===== src/rtl/sram_bridge_pkg.sv =====
// Shared defaults and the response record for the SRAM request bridge.
package sram_bridge_pkg;

  localparam int unsigned ADDR_W = 8;
  localparam int unsigned DATA_W = 32;
  localparam int unsigned MASK_W = DATA_W / 8;

  // One queued response: write ack (we=1, rdata=0) or read data (we=0).
  typedef struct packed {
    logic              we;
    logic [DATA_W-1:0] rdata;
  } rsp_t;

endpackage


===== src/rtl/sram_rsp_fifo.sv =====
// Synchronous FIFO holding responses until the master consumes them.
// Pointers wrap by explicit compare so any depth >= 2 works.
module sram_rsp_fifo #(
  parameter int unsigned Depth = 4,
  parameter int unsigned Width = 33,
  localparam int unsigned PtrW = (Depth > 1) ? $clog2(Depth) : 1,
  localparam int unsigned CntW = $clog2(Depth + 1)
) (
  input  logic             clk_i,
  input  logic             rst_ni,
  input  logic             push_i,
  input  logic             pop_i,
  input  logic [Width-1:0] din_i,
  output logic [Width-1:0] dout_o,
  output logic             empty_o,
  output logic             full_o,
  output logic [CntW-1:0]  count_o
);

  logic [Width-1:0] mem_q [Depth];
  logic [PtrW-1:0]  wr_ptr_q, wr_ptr_d;
  logic [PtrW-1:0]  rd_ptr_q, rd_ptr_d;
  logic [CntW-1:0]  count_q, count_d;

  function automatic logic [PtrW-1:0] ptr_inc(input logic [PtrW-1:0] p);
    return (p == PtrW'(Depth - 1)) ? '0 : p + 1'b1;
  endfunction

  // Next-state for pointers and occupancy; push and pop together leave count unchanged.
  always_comb begin
    wr_ptr_d = wr_ptr_q;
    rd_ptr_d = rd_ptr_q;
    count_d  = count_q;
    if (push_i) wr_ptr_d = ptr_inc(wr_ptr_q);
    if (pop_i)  rd_ptr_d = ptr_inc(rd_ptr_q);
    case ({push_i, pop_i})
      2'b10:   count_d = count_q + 1'b1;
      2'b01:   count_d = count_q - 1'b1;
      default: count_d = count_q;
    endcase
  end

  // Pointer/count state with synchronous reset.
  always_ff @(posedge clk_i) begin
    if (!rst_ni) begin
      wr_ptr_q <= '0;
      rd_ptr_q <= '0;
      count_q  <= '0;
    end else begin
      wr_ptr_q <= wr_ptr_d;
      rd_ptr_q <= rd_ptr_d;
      count_q  <= count_d;
    end
  end

  // Storage needs no reset; entries are only read once counted valid.
  always_ff @(posedge clk_i) begin
    if (rst_ni && push_i) mem_q[wr_ptr_q] <= din_i;
  end

  assign dout_o  = mem_q[rd_ptr_q];
  assign empty_o = (count_q == '0);
  assign full_o  = (count_q == CntW'(Depth));
  assign count_o = count_q;

  a_no_overflow: assert property (@(posedge clk_i) disable iff (!rst_ni)
    !(push_i && full_o && !pop_i));
  a_no_underflow: assert property (@(posedge clk_i) disable iff (!rst_ni)
    !(pop_i && empty_o));

endmodule


===== src/rtl/sram_req_bridge.sv =====
// Valid/ready front end for a 1RW SRAM with one-cycle read latency.
// Requests pass straight to the SRAM; read data is captured the cycle it appears
// and queued with write acks so responses return in request order.
module sram_req_bridge #(
  parameter int unsigned ADDR_W    = sram_bridge_pkg::ADDR_W,
  parameter int unsigned DATA_W    = sram_bridge_pkg::DATA_W,
  parameter int unsigned MASK_W    = sram_bridge_pkg::MASK_W,
  parameter int unsigned RSP_DEPTH = 4
) (
  input  logic              clk,
  input  logic              rst_n,
  input  logic              req_valid_i,
  output logic              req_ready_o,
  input  logic              req_we_i,
  input  logic [MASK_W-1:0] req_wmask_i,
  input  logic [ADDR_W-1:0] req_addr_i,
  input  logic [DATA_W-1:0] req_wdata_i,
  output logic              rsp_valid_o,
  input  logic              rsp_ready_i,
  output logic              rsp_we_o,
  output logic [DATA_W-1:0] rsp_rdata_o,
  output logic              sram_cs_o,
  output logic              sram_we_o,
  output logic [MASK_W-1:0] sram_wmask_o,
  output logic [ADDR_W-1:0] sram_addr_o,
  output logic [DATA_W-1:0] sram_wr_data_o,
  input  logic [DATA_W-1:0] sram_rd_data_i
);

  localparam int unsigned RspW = DATA_W + 1;
  localparam int unsigned CntW = $clog2(RSP_DEPTH + 1);

  logic            s1_valid_q, s1_valid_d;
  logic            s1_we_q, s1_we_d;
  logic            accept;
  logic            push, pop;
  logic            fifo_empty, fifo_full;
  logic [CntW-1:0] fifo_count;
  logic [RspW-1:0] fifo_din, fifo_dout;
  logic [31:0]     occupancy;

  // Credit: the request in s1 already owns a FIFO slot. Pop is deliberately not
  // counted so rsp_ready_i never reaches req_ready_o combinationally.
  assign occupancy   = 32'(fifo_count) + 32'(s1_valid_q);
  assign req_ready_o = rst_n && (occupancy < RSP_DEPTH);
  assign accept      = req_valid_i && req_ready_o;

  // SRAM sees the request in the same cycle it is accepted.
  assign sram_cs_o      = accept;
  assign sram_we_o      = accept && req_we_i;
  assign sram_wmask_o   = req_we_i ? req_wmask_i : '0;
  assign sram_addr_o    = req_addr_i;
  assign sram_wr_data_o = req_wdata_i;

  // s1 tracks the request whose SRAM result is on the bus this cycle.
  always_comb begin
    s1_valid_d = accept;
    s1_we_d    = accept ? req_we_i : s1_we_q;
  end

  // s1 state register.
  always_ff @(posedge clk) begin
    if (!rst_n) begin
      s1_valid_q <= 1'b0;
      s1_we_q    <= 1'b0;
    end else begin
      s1_valid_q <= s1_valid_d;
      s1_we_q    <= s1_we_d;
    end
  end

  // Read data is only valid now; the SRAM does not hold it.
  assign push     = s1_valid_q;
  assign fifo_din = {s1_we_q, (s1_we_q ? {DATA_W{1'b0}} : sram_rd_data_i)};

  assign rsp_valid_o = rst_n && !fifo_empty;
  assign pop         = rsp_valid_o && rsp_ready_i;
  assign rsp_we_o    = fifo_dout[DATA_W];
  assign rsp_rdata_o = fifo_dout[DATA_W-1:0];

  sram_rsp_fifo #(
    .Depth (RSP_DEPTH),
    .Width (RspW)
  ) u_rsp_fifo (
    .clk_i   (clk),
    .rst_ni  (rst_n),
    .push_i  (push),
    .pop_i   (pop),
    .din_i   (fifo_din),
    .dout_o  (fifo_dout),
    .empty_o (fifo_empty),
    .full_o  (fifo_full),
    .count_o (fifo_count)
  );

  a_credit: assert property (@(posedge clk) disable iff (!rst_n) occupancy <= RSP_DEPTH);
  a_push_space: assert property (@(posedge clk) disable iff (!rst_n)
    !(push && fifo_full && !pop));

endmodule

===== config.mk =====
export PLATFORM = sky130hd
export DESIGN_NAME = sram_req_bridge
export DESIGN_NICKNAME = d
export VERILOG_FILES = /design/src/rtl/sram_bridge_pkg.sv /design/src/rtl/sram_rsp_fifo.sv /design/src/rtl/sram_req_bridge.sv
export SDC_FILE = /design/constraint.sdc
export NUM_CORES = 1
export LEC_CHECK = 0
export ABC_AREA = 1
export CAP_MARGIN = 20
export CELL_PAD_IN_SITES_DETAIL_PLACEMENT = 1
export CELL_PAD_IN_SITES_GLOBAL_PLACEMENT = 1
export CORE_MARGIN = 5
export CORE_UTILIZATION = 38
export CTS_CLUSTER_DIAMETER = 150
export DETAILED_ROUTE_END_ITERATION = 7
export GPL_TIMING_DRIVEN = 0
export PLACE_DENSITY = 0.84
export SETUP_SLACK_MARGIN = 0.3
export SLEW_MARGIN = 20
export SYNTH_ARGS = -nofsm -noshare
export SYNTH_HDL_FRONTEND = slang
export SYNTH_HIERARCHICAL = 1
export SYNTH_SLANG_ARGS = --single-unit

===== constraint.sdc =====
create_clock -name clk -period 2.7 [get_ports clk]
set_input_delay 0.405 -clock clk [delete_from_list [all_inputs] [get_ports clk]]
set_output_delay 0.405 -clock clk [all_outputs]
set_load 0.05 [all_outputs]

After elaboration in Yosys (flattened, before gate mapping)
Memories as Yosys holds them, arrays and structs flattened. A register that Yosys moved wholly into a read port is not among the register bits. Index checks and enable logic that the tools add are counted. Widths: inputs -> output; s select.

Register bits: 9. Latch bits: 0. Memory bits (writable): 132. Bits in read-only memories: 0. Bits of input ports: 81. Output and inout bits: 81. Word-level logic and storage cells: 34. Memories: 1.

$add $sub $neg: 5. Multiply operators: 0. Div/mod/pow operators: 0. Magnitude comparators: 1. Equality and inequality tests: 4. Shift operators: 0. Muxes and demuxes: 9. Bitwise logic cells: 0. Reduce and logical (&&, ||, !) cells: 9.

Memory list: u_rsp_fifo.mem_q (words 4, width 33, read ports 1, clocked after Yosys merged registers in 1, wr ports 1, RTL line sram_rsp_fifo.sv:20) `logic [Width-1:0] mem_q [Depth];`.

Operator list (count): $mux 32 (1); $mux 2 (4); $eq 2x2->1 const B (3); $logic_and 1x1->1 (6); $pmux 3 s2 (1); $add 2x1->2 const B (2); $add 3x1->4 (1); $lt 4x3->1 const B (1); $mux 4 (1); $add 3x1->3 const B (1); $logic_not 3->1 (1); $sub 3x1->3 const B (1); $eq 2x1->1 const B (1); $mux 1 (2); $reduce_bool 2->1 (1); $logic_not 1->1 (1).

Logic depth before layout (Yosys ltp)
Depth after elaboration: 6. Depth in mapped cells: 11. Gate-level depth less buffers: 11.

By module
Netlist, hierarchy kept.

Modules (own cells, without submodules): sram_rsp_fifo (instances 1, cells an instance 380, area an instance 5370.2 um^2, seq. area each 4144.0 um^2); sram_req_bridge (instances 1, cells an instance 132, area an instance 706.9 um^2, seq. area each 40.0 um^2).

Least setup slack after synthesis
OpenSTA, ideal clock, no wires.

Kind: register -> register. Start point: register u_rsp_fifo.wr_ptr_q[0]. End point: memory u_rsp_fifo.mem_q[2][0], enable pin. Library setup time: 423 ps. Arrival: 1974 ps. Required time: 2277 ps. Setup slack: 303 ps. Cell stages (with the launch flop): 5. Buffers on the path: 0. Clock period less this slack: 2397 ps. Cells stage by stage: dfxtp_1 > inv_1 > ha_1 > inv_1 > nor2_1.

RTL lines: start, declared (RTL line sram_rsp_fifo.sv:21) `logic [PtrW-1:0] wr_ptr_q, wr_ptr_d;`; start signal, assigned (RTL line sram_rsp_fifo.sv:50) `wr_ptr_q <= wr_ptr_d;`; end, declared (RTL line sram_rsp_fifo.sv:20).

No word-level cell before the write port.

==> flow_summary.ini <==
[hold_path]
hold_path_class = input pin to flip-flop
whs_path_depth = 3
sink_of_the_worst_hold_path = u_rsp_fifo/count_o[2]$_SDFFE_PN0P_
hold_path_startpoint = rst_n

[cts]
clockBufferDepth = 2
clock_sinks = 143
cts_setup_buffers = 0
htreeDepth = 4
cts_root_buffer = sky130_fd_sc_hd__clkbuf_16
cts_tree = yes
worst_setup_hold_path_clk_slew_ps = 60
clk-insertion-delay-late_ps = 410
tritoncts.num_buffers = 17

[floorplan]
coreArea_um2 = 15800
die-width_um = 136
io_pins = 162
row_count = 46
die_outline_area_um2 = 18600
initial_core_util = 0.385
die_h_um = 136

[detailed_routing]
route.vias.total = 4351
routed_via_density = 4.92
top_layer_used = met4
routed_wl_um = 16900
drc = 0
drtAntennaViolNets = 0
dr_wl_cell_um = 19.1
drt_pass1_iterations = 5
routedLengthMet1_um = 6080
routed-wl-met3_um = 1410
met2WireLength_um = 9210
drt_first_iter_violations = 237

[run]
max_cap_violations = 0

[placed_design]
worst_slack_after_detailed_placement_ps = -124
io_buffer_count = 121
detailedPlacementHpwl_um = 11400
placed_area_um2 = 7680
routabilityCongestion = 0.761

[sta]
timing.fmax_mhz = 417
min_setup_slack_post_route_ps = 301
hold_viol = 0
min_period_ps = 2400
worst_pin_slew_ps = 597
setup_viol_count_final = 0
worst_slew_margin_rel = 0.601
clock-skew-final_ps = 10.4
timing.final.crit_share = 0.888
timing.final.max_slew_violations = 0
rsz0062_at_grt = true
finalSetupTns_ps = 0

[grt]
globalRouteOverflowTotal = 0
grt_antenna_before_repair = 0
grt.total_usage = 0.184
first_pass_grt_wire_length_um = 25600
grt_pass1_vias = 4869
grt_max_degree = 22

[setup_path]
worst_r2r_startpoint = u_rsp_fifo/count_o[2]$_SDFFE_PN0P_
rr_endpoint = u_rsp_fifo/count_o[2]$_SDFFE_PN0P_
timing.reg2reg.setup_slack_ps = 750
critical_path_launch_point_type = flip-flop
timing_worst_setup_path_type = flip-flop to primary output
cp_data_arrival_time_ps = 1990
rr_worst_depth = 11
critical_path_required_time_ps = 2300
critical_path.max_fanout = 10
worstSetupEndpointType = primary output

[synthesis]
postSynthAreaPerCell_um2 = 11.9
syn_area_um2 = 6070
syn-instance-count = 511
synth.net_count = 599
synth.yosys.warnings = 6

[status]
status = completed

[pwr]
power-per-cell-area_nw_per_um2 = 718
p_leak_uw = 0.00319
peakVddDrop_mv = 0.466

[layout]
num_antenna_cells = 0
layout.cells.most_common_list = sky130_fd_sc_hd__edfxtp_1, sky130_fd_sc_hd__nor2_1, sky130_fd_sc_hd__clkdlybuf4s50_1
final_design_area_no_fill_um2 = 8200
area.growth.synth_to_final_pct = 35.0
drive_gt1_frac = 0.214
final_util = 0.520
finish.net_count = 743
layout.cells.most_common = sky130_fd_sc_hd__edfxtp_1
-- state kept, by name (all words and copies together) (netlist names), named ones only --
register             cells
push                     1
u_rsp_fifo/rd_ptr_q      2
u_rsp_fifo/count_o       3
u_rsp_fifo/wr_ptr_q      2
s1_we_q                  1
u_rsp_fifo/mem_q       132
-- worst max-delay path by stage --
| stage | start | endpoint | slack (ps) | cells after the start |
|---|---|---|---|---|
| 5_1_grt | flip-flop | rsp_rdata_o[3] | 220 | 5 |
| 3_3_place_gp | rst_n | u_rsp_fifo/mem_q[0][19]$_DFFE_PP_ | -1430 | 3 |
| 3_5_place_dp | rst_n | u_rsp_fifo/count_o[2]$_SDFFE_PN0P_ | -120 | 12 |
| 4_1_cts | flip-flop | rsp_rdata_o[3] | 110 | 5 |
| 2_1_floorplan | u_rsp_fifo/wr_ptr_q[0]$_SDFFE_PN0P_ | u_rsp_fifo/mem_q[2][0]$_DFFE_PP_ | 300 | 4 |
| 6_report | flip-flop | rsp_rdata_o[3] | 300 | 5 |
-- where the power goes --
part           internal, µW  switching [µW]  total, µW
logic                   354             776       1130
clock network          1360             890       2250
registers              2480            26.1       2510
total                  4190            1690       5890
-- metal layers --
layer / up-vias / GRT usage
li1: 2013 / -
met1: 2128 / 0.189
met2: 197 / 0.357
met3: 13 / 0.0607
met4: 0 / 0.0454
met5: - / 0
-- final cells by class --
class / instances / area, µm²
inverters: 59 / 221
fillers: 1671 / 7570
repair buffers: 125 / 1240
flip-flops and latches: 143 / 4180
clock buffers: 19 / 433
clock inverters: 13 / 141
well taps: 216 / 270
plain buffers: 64 / 474
multi-input cells: 245 / 1230
-- critical path: stages, from the launching register on --
cell                       delay [ps]
sky130_fd_sc_hd__dfxtp_1          390
sky130_fd_sc_hd__inv_2            140
sky130_fd_sc_hd__buf_2            260
sky130_fd_sc_hd__o21ai_0          150
sky130_fd_sc_hd__o22ai_1          290
sky130_fd_sc_hd__clkbuf_2         350
-- per-stage QoR --
stage	hold slack [ps]	total power (µW)	instances
global route	440	6130	884
floorplan	455	3290	511
detailed placement	506	3730	852
global placement	481	3680	848
finish	421	5890	884
CTS	521	5960	884
-- what timing repair did --
action	in CTS	in global routing
hold buffers	0	0
endpoints found under the setup margin	37	25
resized for setup	104	35
Power figures use the tool's default switching activity.
